[src/rtl/isp_stream_monitor.sv]
// isp_stream_monitor: passive receive-side checker for vsync/href/RGB video streams.
// Measures per-frame geometry and an RGB checksum, and reports the results once per frame.
module isp_stream_monitor #(
  parameter int DATA_WIDTH = 8,
  parameter int IMG_HDISP  = 640,
  parameter int IMG_VDISP  = 480,
  parameter int CNT_W      = 14
) (
  input  logic                  clk,
  input  logic                  rst,
  input  logic                  per_frame_vsync,
  input  logic                  per_frame_hsync,
  input  logic                  per_frame_href,
  input  logic [DATA_WIDTH-1:0] per_img_red,
  input  logic [DATA_WIDTH-1:0] per_img_green,
  input  logic [DATA_WIDTH-1:0] per_img_blue,
  output logic                  frame_done,
  output logic                  frame_ok,
  output logic [CNT_W-1:0]      meas_hdisp,
  output logic [CNT_W-1:0]      meas_vdisp,
  output logic [15:0]           checksum,
  output logic                  err_hdisp,
  output logic                  err_vdisp,
  output logic                  err_sync,
  output logic [15:0]           frame_cnt
);

  typedef enum logic [1:0] {
    ST_IDLE   = 2'd0,
    ST_SYNC   = 2'd1,
    ST_ACTIVE = 2'd2
  } state_t;

  localparam logic [CNT_W-1:0] CNT_MAX = {CNT_W{1'b1}};
  localparam logic [CNT_W-1:0] CNT_ONE = {{(CNT_W-1){1'b0}}, 1'b1};
  localparam logic [CNT_W-1:0] H_EXP   = CNT_W'(IMG_HDISP);
  localparam logic [CNT_W-1:0] V_EXP   = CNT_W'(IMG_VDISP);

  function automatic logic [CNT_W-1:0] sat_inc(input logic [CNT_W-1:0] v);
    if (v == CNT_MAX) begin
      return v;
    end else begin
      return v + CNT_ONE;
    end
  endfunction

  state_t                state_r, state_nxt_s;
  logic                  fin_s, clear_s, close_line_s, pix_en_s, sync_hit_s;
  logic                  href_d_r, fin_d_r;
  logic [CNT_W-1:0]      pix_cnt_r, line_cnt_r, last_w_r;
  logic [15:0]           acc_r;
  logic                  err_h_pend_r, err_sync_pend_r;
  logic [DATA_WIDTH+1:0] pix_sum_s;
  logic                  err_v_s, sync_rep_s;
  logic                  unused_hsync_s;

  assign unused_hsync_s = per_frame_hsync;
  assign pix_sum_s = {2'b00, per_img_red} + {2'b00, per_img_green} + {2'b00, per_img_blue};
  // A line still open when vsync drops is closed exactly as if href had fallen.
  assign close_line_s = (state_r == ST_ACTIVE) && href_d_r && (!per_frame_href || !per_frame_vsync);
  assign pix_en_s     = (state_r == ST_ACTIVE) && per_frame_vsync && per_frame_href;
  assign sync_hit_s   = (state_r != ST_IDLE) && per_frame_href && !per_frame_vsync;
  assign err_v_s      = (line_cnt_r != V_EXP);
  assign sync_rep_s   = err_sync_pend_r | sync_hit_s;

  // State register.
  always_ff @(posedge clk or posedge rst) begin
    if (rst) begin
      state_r <= ST_IDLE;
    end else begin
      state_r <= state_nxt_s;
    end
  end

  // Next-state logic; IDLE waits for a full vsync so a partial first frame is never reported.
  always_comb begin
    state_nxt_s = state_r;
    fin_s       = 1'b0;
    clear_s     = 1'b0;
    case (state_r)
      ST_IDLE: begin
        if (!per_frame_vsync) begin
          state_nxt_s = ST_SYNC;
        end else begin
          state_nxt_s = ST_IDLE;
        end
      end
      ST_SYNC: begin
        if (per_frame_vsync) begin
          state_nxt_s = ST_ACTIVE;
          clear_s     = 1'b1;
        end else begin
          state_nxt_s = ST_SYNC;
        end
      end
      ST_ACTIVE: begin
        if (!per_frame_vsync) begin
          state_nxt_s = ST_SYNC;
          fin_s       = 1'b1;
        end else begin
          state_nxt_s = ST_ACTIVE;
        end
      end
      default: begin
        state_nxt_s = ST_IDLE;
      end
    endcase
  end

  // Per-frame measurement counters and accumulators.
  always_ff @(posedge clk or posedge rst) begin
    if (rst) begin
      href_d_r        <= 1'b0;
      fin_d_r         <= 1'b0;
      pix_cnt_r       <= {CNT_W{1'b0}};
      line_cnt_r      <= {CNT_W{1'b0}};
      last_w_r        <= {CNT_W{1'b0}};
      acc_r           <= 16'd0;
      err_h_pend_r    <= 1'b0;
      err_sync_pend_r <= 1'b0;
    end else begin
      href_d_r <= per_frame_href;
      fin_d_r  <= fin_s;
      if (clear_s) begin
        pix_cnt_r    <= {CNT_W{1'b0}};
        line_cnt_r   <= {CNT_W{1'b0}};
        last_w_r     <= {CNT_W{1'b0}};
        acc_r        <= 16'd0;
        err_h_pend_r <= 1'b0;
      end else if (close_line_s) begin
        last_w_r     <= pix_cnt_r;
        line_cnt_r   <= sat_inc(line_cnt_r);
        err_h_pend_r <= err_h_pend_r | (pix_cnt_r != H_EXP);
        pix_cnt_r    <= {CNT_W{1'b0}};
      end else if (pix_en_s) begin
        pix_cnt_r <= sat_inc(pix_cnt_r);
        acc_r     <= acc_r + 16'(pix_sum_s);
      end
      // The sync error survives the frame restart and is consumed only when reported.
      if (fin_d_r) begin
        err_sync_pend_r <= 1'b0;
      end else if (sync_hit_s) begin
        err_sync_pend_r <= 1'b1;
      end
    end
  end

  // Status outputs, loaded one cycle after the frame-ending vsync edge.
  always_ff @(posedge clk or posedge rst) begin
    if (rst) begin
      frame_done <= 1'b0;
      frame_ok   <= 1'b0;
      meas_hdisp <= {CNT_W{1'b0}};
      meas_vdisp <= {CNT_W{1'b0}};
      checksum   <= 16'd0;
      err_hdisp  <= 1'b0;
      err_vdisp  <= 1'b0;
      err_sync   <= 1'b0;
      frame_cnt  <= 16'd0;
    end else if (fin_d_r) begin
      frame_done <= 1'b1;
      frame_ok   <= ~(err_h_pend_r | err_v_s | sync_rep_s);
      meas_hdisp <= last_w_r;
      meas_vdisp <= line_cnt_r;
      checksum   <= acc_r;
      err_hdisp  <= err_h_pend_r;
      err_vdisp  <= err_v_s;
      err_sync   <= sync_rep_s;
      frame_cnt  <= frame_cnt + 16'd1;
    end else begin
      frame_done <= 1'b0;
    end
  end

endmodule

[config.mk]
export PLATFORM = sky130hd
export DESIGN_NAME = isp_stream_monitor
export DESIGN_NICKNAME = d
export VERILOG_FILES = /design/src/rtl/isp_stream_monitor.sv
export SDC_FILE = /design/constraint.sdc
export NUM_CORES = 1
export LEC_CHECK = 0
export ABC_AREA = 1
export CAP_MARGIN = 20
export CELL_PAD_IN_SITES_DETAIL_PLACEMENT = 1
export CELL_PAD_IN_SITES_GLOBAL_PLACEMENT = 2
export CORE_MARGIN = 1
export CORE_UTILIZATION = 33
export DETAILED_ROUTE_END_ITERATION = 10
export PLACE_DENSITY_LB_ADDON = 0.1
export SYNTH_ARGS = -nofsm -noshare
export SYNTH_HDL_FRONTEND = slang
export SYNTH_SLANG_ARGS = --single-unit
[constraint.sdc]
create_clock -name clk -period 7.1 [get_ports clk]
set_clock_uncertainty 0.2 [all_clocks]
set_input_delay 2.13 -clock clk [delete_from_list [all_inputs] [get_ports clk]]
set_output_delay 2.13 -clock clk [all_outputs]
set_load 0.03 [all_outputs]
==> flow_summary_export.csv <==
group,metric,value,unit
logic_synthesis,synth.top_cells.by_area,"dfrtp_1 (47%), nand2_1 (11%), inv_1 (6.8%), fa_1 (4.7%), nand3_1 (4.2%)",
detailed_routing,wire_per_inst,14.8,um
logic_synthesis,yosys_warnings,0,
critical_path,critPathKind,"in -> reg",
logic_synthesis,synth_mux_area_frac,0,
critical_path,crit_fanout,5,
timing,fin_crit_sh,0.718,
detailed_routing,drt_iter0_markers,200,
clocking,insertion_delay,0.42,ns
critical_path,max_stage_delay,0.53,ns
timing,hold_violations,0,
global_route,grt_max_degree,91,
clocking,cts_setup_buffers,0,
logic_synthesis,yosys.area_share.simple,0.244,
clocking,cts_hold_buf,0,
detailed_routing,via_per_inst,4.70,
logic_synthesis,synthAdderAreaFrac,0.0836,
clocking,cts_buffer_depth,2,
critical_path,required,7.18,ns
finish,drive_gt1_frac,0.0665,
logic_synthesis,ys.flop_type,"dfrtp_1",
critical_path,critPathArrivalTime,5.18,ns
logic_synthesis,synth_cells,826,
finish,fin_nets,986,
finish,nFillCells,2364,
detailed_routing,top_layer,"met4",
detailed_routing,wl_met3,555,um
die,die_x,146,um
logic_synthesis,syn-mean-instance-area,8.27,sq um
pwr,clkPwrFrac,0.298,
clocking,cts.clk_slew.worst_paths,0.06,ns
global_route,track_usage,0.183,
logic_synthesis,synth_compound_area_frac,0.0836,
outcome,status,"complete, no violations",
placement,port_buffers,92,
detailed_routing,m1WireLength,8540,um
logic_synthesis,synth_top_family_by_area,"simple AND/OR/NAND/NOR gates",
logic_synthesis,synthTopCellsByCount,"nand2_1 (206), dfrtp_1 (129), inv_1 (123)",
detailed_routing,dr.pass1.iters,4,
logic_synthesis,yosys.area.top_type_share,0.473,
critical_path,path_cells,"clkdlybuf4s50_1, inv_1, fa_1, fa_1, inv_1, ha_1, fa_1, nand3_1, nand3_1, or2_2, nand3_1, o21ai_0",
timing,tightestPinTransition,0.843,ns
critical_path,cpMaxStageDelayCell,"fa_1",
logic_synthesis,ys_ff_latch,129,
die,ios,94,
logic_synthesis,synth_xor_area_frac,0.0321,
timing,slew_viol_final,0,
pwr,p_leak,4.06,nW
timing,final-setup-viol-count,0,
pwr,p_int,1.94,mW
logic_synthesis,syn_nets,891,
clocking,htree_levels,4,
timing,rsz0062_at_grt,"false",
timing,fin_tns_setup,0,ns
die,die_area,21300,sq um
critical_path,start_kind,"primary input",
detailed_routing,ant_nets,0,
timing,period_needed,5.10,ns
worst_hold_path,hold_path_startpoint,"frame_cnt[15]",
global_route,grt_pass1_vias,6175,
detailed_routing,routed_wl,17800,um
timing,maxSlewHeadroom,0.438,
logic_synthesis,yosys.area.top_type,"dfrtp_1",
timing,whs,0.267,ns
placement,routabilityCongestion,0.793,
logic_synthesis,ys_seq_area_frac,0.473,
die,coreArea,20200,sq um
global_route,antenna_found_initial,0,
pwr,swShare,0.386,
die,start_util,0.337,
pwr,power_density,365,nW/um^2
finish,syn_to_final_growth,26.6,%
pwr,p_sw,1.22,mW
logic_synthesis,synth_edf_count,0,
detailed_routing,route.vias.total,5647,
critical_path,worstSetupEndpointType,"flip-flop",
die,die_h,146,um
pwr,ir_drop,0.179,mV
pwr,p_comb_frac,0.380,
logic_synthesis,synth.cell_area,6830,sq um
clocking,clock_sinks,129,
clocking,root_buffer,"clkbuf_16",
detailed_routing,dr_wl_met2,8550,um
flow_run,max_cap_violations,0,
critical_path,crit_start,"per_img_red[1]",
global_route,grt_pass1_wl,31000,um
timing,clock.fmax,196,MHz
die,rows,52,
worst_hold_path,hp-class,"reg -> reg",
critical_path,r2r_start,"acc_r[1]",
clocking,cts_tree,"built",
logic_synthesis,post-synth-top-count-cell,"nand2_1",
global_route,overflow,0,
pwr,seq_power_share,0.322,
logic_synthesis,ys_types,34,
pwr,totalPowerFinal,3.16,mW
placement,dp_hpwl,13400,um
clocking,ctsResizeCount,0,
clocking,cts_made_buffers,17,
finish,diodes,0,
detailed_routing,drc,0,
logic_synthesis,postSynth.asyncResetShare,1.00,
-- routing by layer --
metal  track usage  vias up
met5             0        -
met4        0.0511        0
met3        0.0423       14
met2         0.305       71
met1         0.236     2770
li1              -     2792
-- registers in the layout, summed over array words and instances (netlist names), 2 cells and up --
| signal | flops |
|---|---|
| acc_r | 16 |
| meas_hdisp | 14 |
| pix_cnt_r | 14 |
| line_cnt_r | 14 |
| meas_vdisp | 14 |
| checksum | 16 |
| frame_cnt | 16 |
| state_r | 2 |
| last_w_r | 14 |
-- critical path: cells and delay by family --
| kind | cells | cell delay, ns |
|---|---|---|
| AO/OA/AOI/OAI | 1 | 0.08 |
| adder cells (fa/ha/maj) | 4 | 1.74 |
| buffers and inverters | 3 | 0.54 |
| AND/OR/NAND/NOR | 4 | 0.67 |
-- placed cells by master (no fill, tap or decap), drive strengths merged, types with 2 or more instances in the layout --
cell type and instances:
nand2 214, clkbuf 19, dfrtp 129, nor2 82, buf 3, bufinv 5
clkdlybuf4s50 92, a21oi 13, inv 127, nand4 14, clkinv 5, o21ai 66
o22ai 21, fa 16, ha 20, or2 2, nand3 58, clkinvlp 2
xnor2 4, xor2 21, nor3 14
-- power groups by stage --
stage	sequential, mW	combinational, mW	clock, mW
2_1_floorplan	1.19	0.630	0
3_3_place_gp	1.02	1.18	0
3_5_place_dp	1.03	1.22	0
4_1_cts	1.02	1.22	0.966
5_1_grt	1.04	1.35	0.999
6_report	1.02	1.20	0.942
-- kinds of logic after synthesis --
| logic type | count (synthesis) |
|---|---|
| AO/OA/AOI/OAI | 102 |
| XOR/XNOR | 25 |
| adder cells (fa/ha/maj) | 36 |
| buffers and inverters | 147 |
| flip-flops | 129 |
| AND/OR/NAND/NOR | 387 |
-- stage by stage --
step	setup WS [ns]	std cells	util	cell area, sq um
after global placement	1.54	1172	0.396	8020
after global routing	1.78	1202	0.427	8640
final	2.00	1202	0.427	8640
after CTS	1.97	1202	0.427	8640
after detailed placement	1.53	1172	0.396	8020
after floorplan	1.33	826	-	6830
-- path summary, 6_finish.rpt --
kind                                  to  slack, ns  cells past startpoint
min in group asynchronous  line_cnt_r[6]       1.96                      2
max reg2reg                     acc_r[5]       4.36                     10
min reg2reg                frame_cnt[15]       0.27                      1
min                        frame_cnt[15]       0.27                      1
max                             acc_r[5]       2.00                     12
max in group asynchronous    last_w_r[9]       3.63                      3
-- area by class of cell --
type                            instances  area [sq um]  area share
Sequential cell                       129          3230       0.373
Timing Repair Buffer                   95           943       0.109
Clock inverter                         11           189      0.0219
Multi-Input combinational cell        550          3030       0.350
Inverter                              128           487      0.0563
Clock buffer                           19           433      0.0501
Tap cell                              270           338      0.0391
Power figures use the tool's default switching activity.
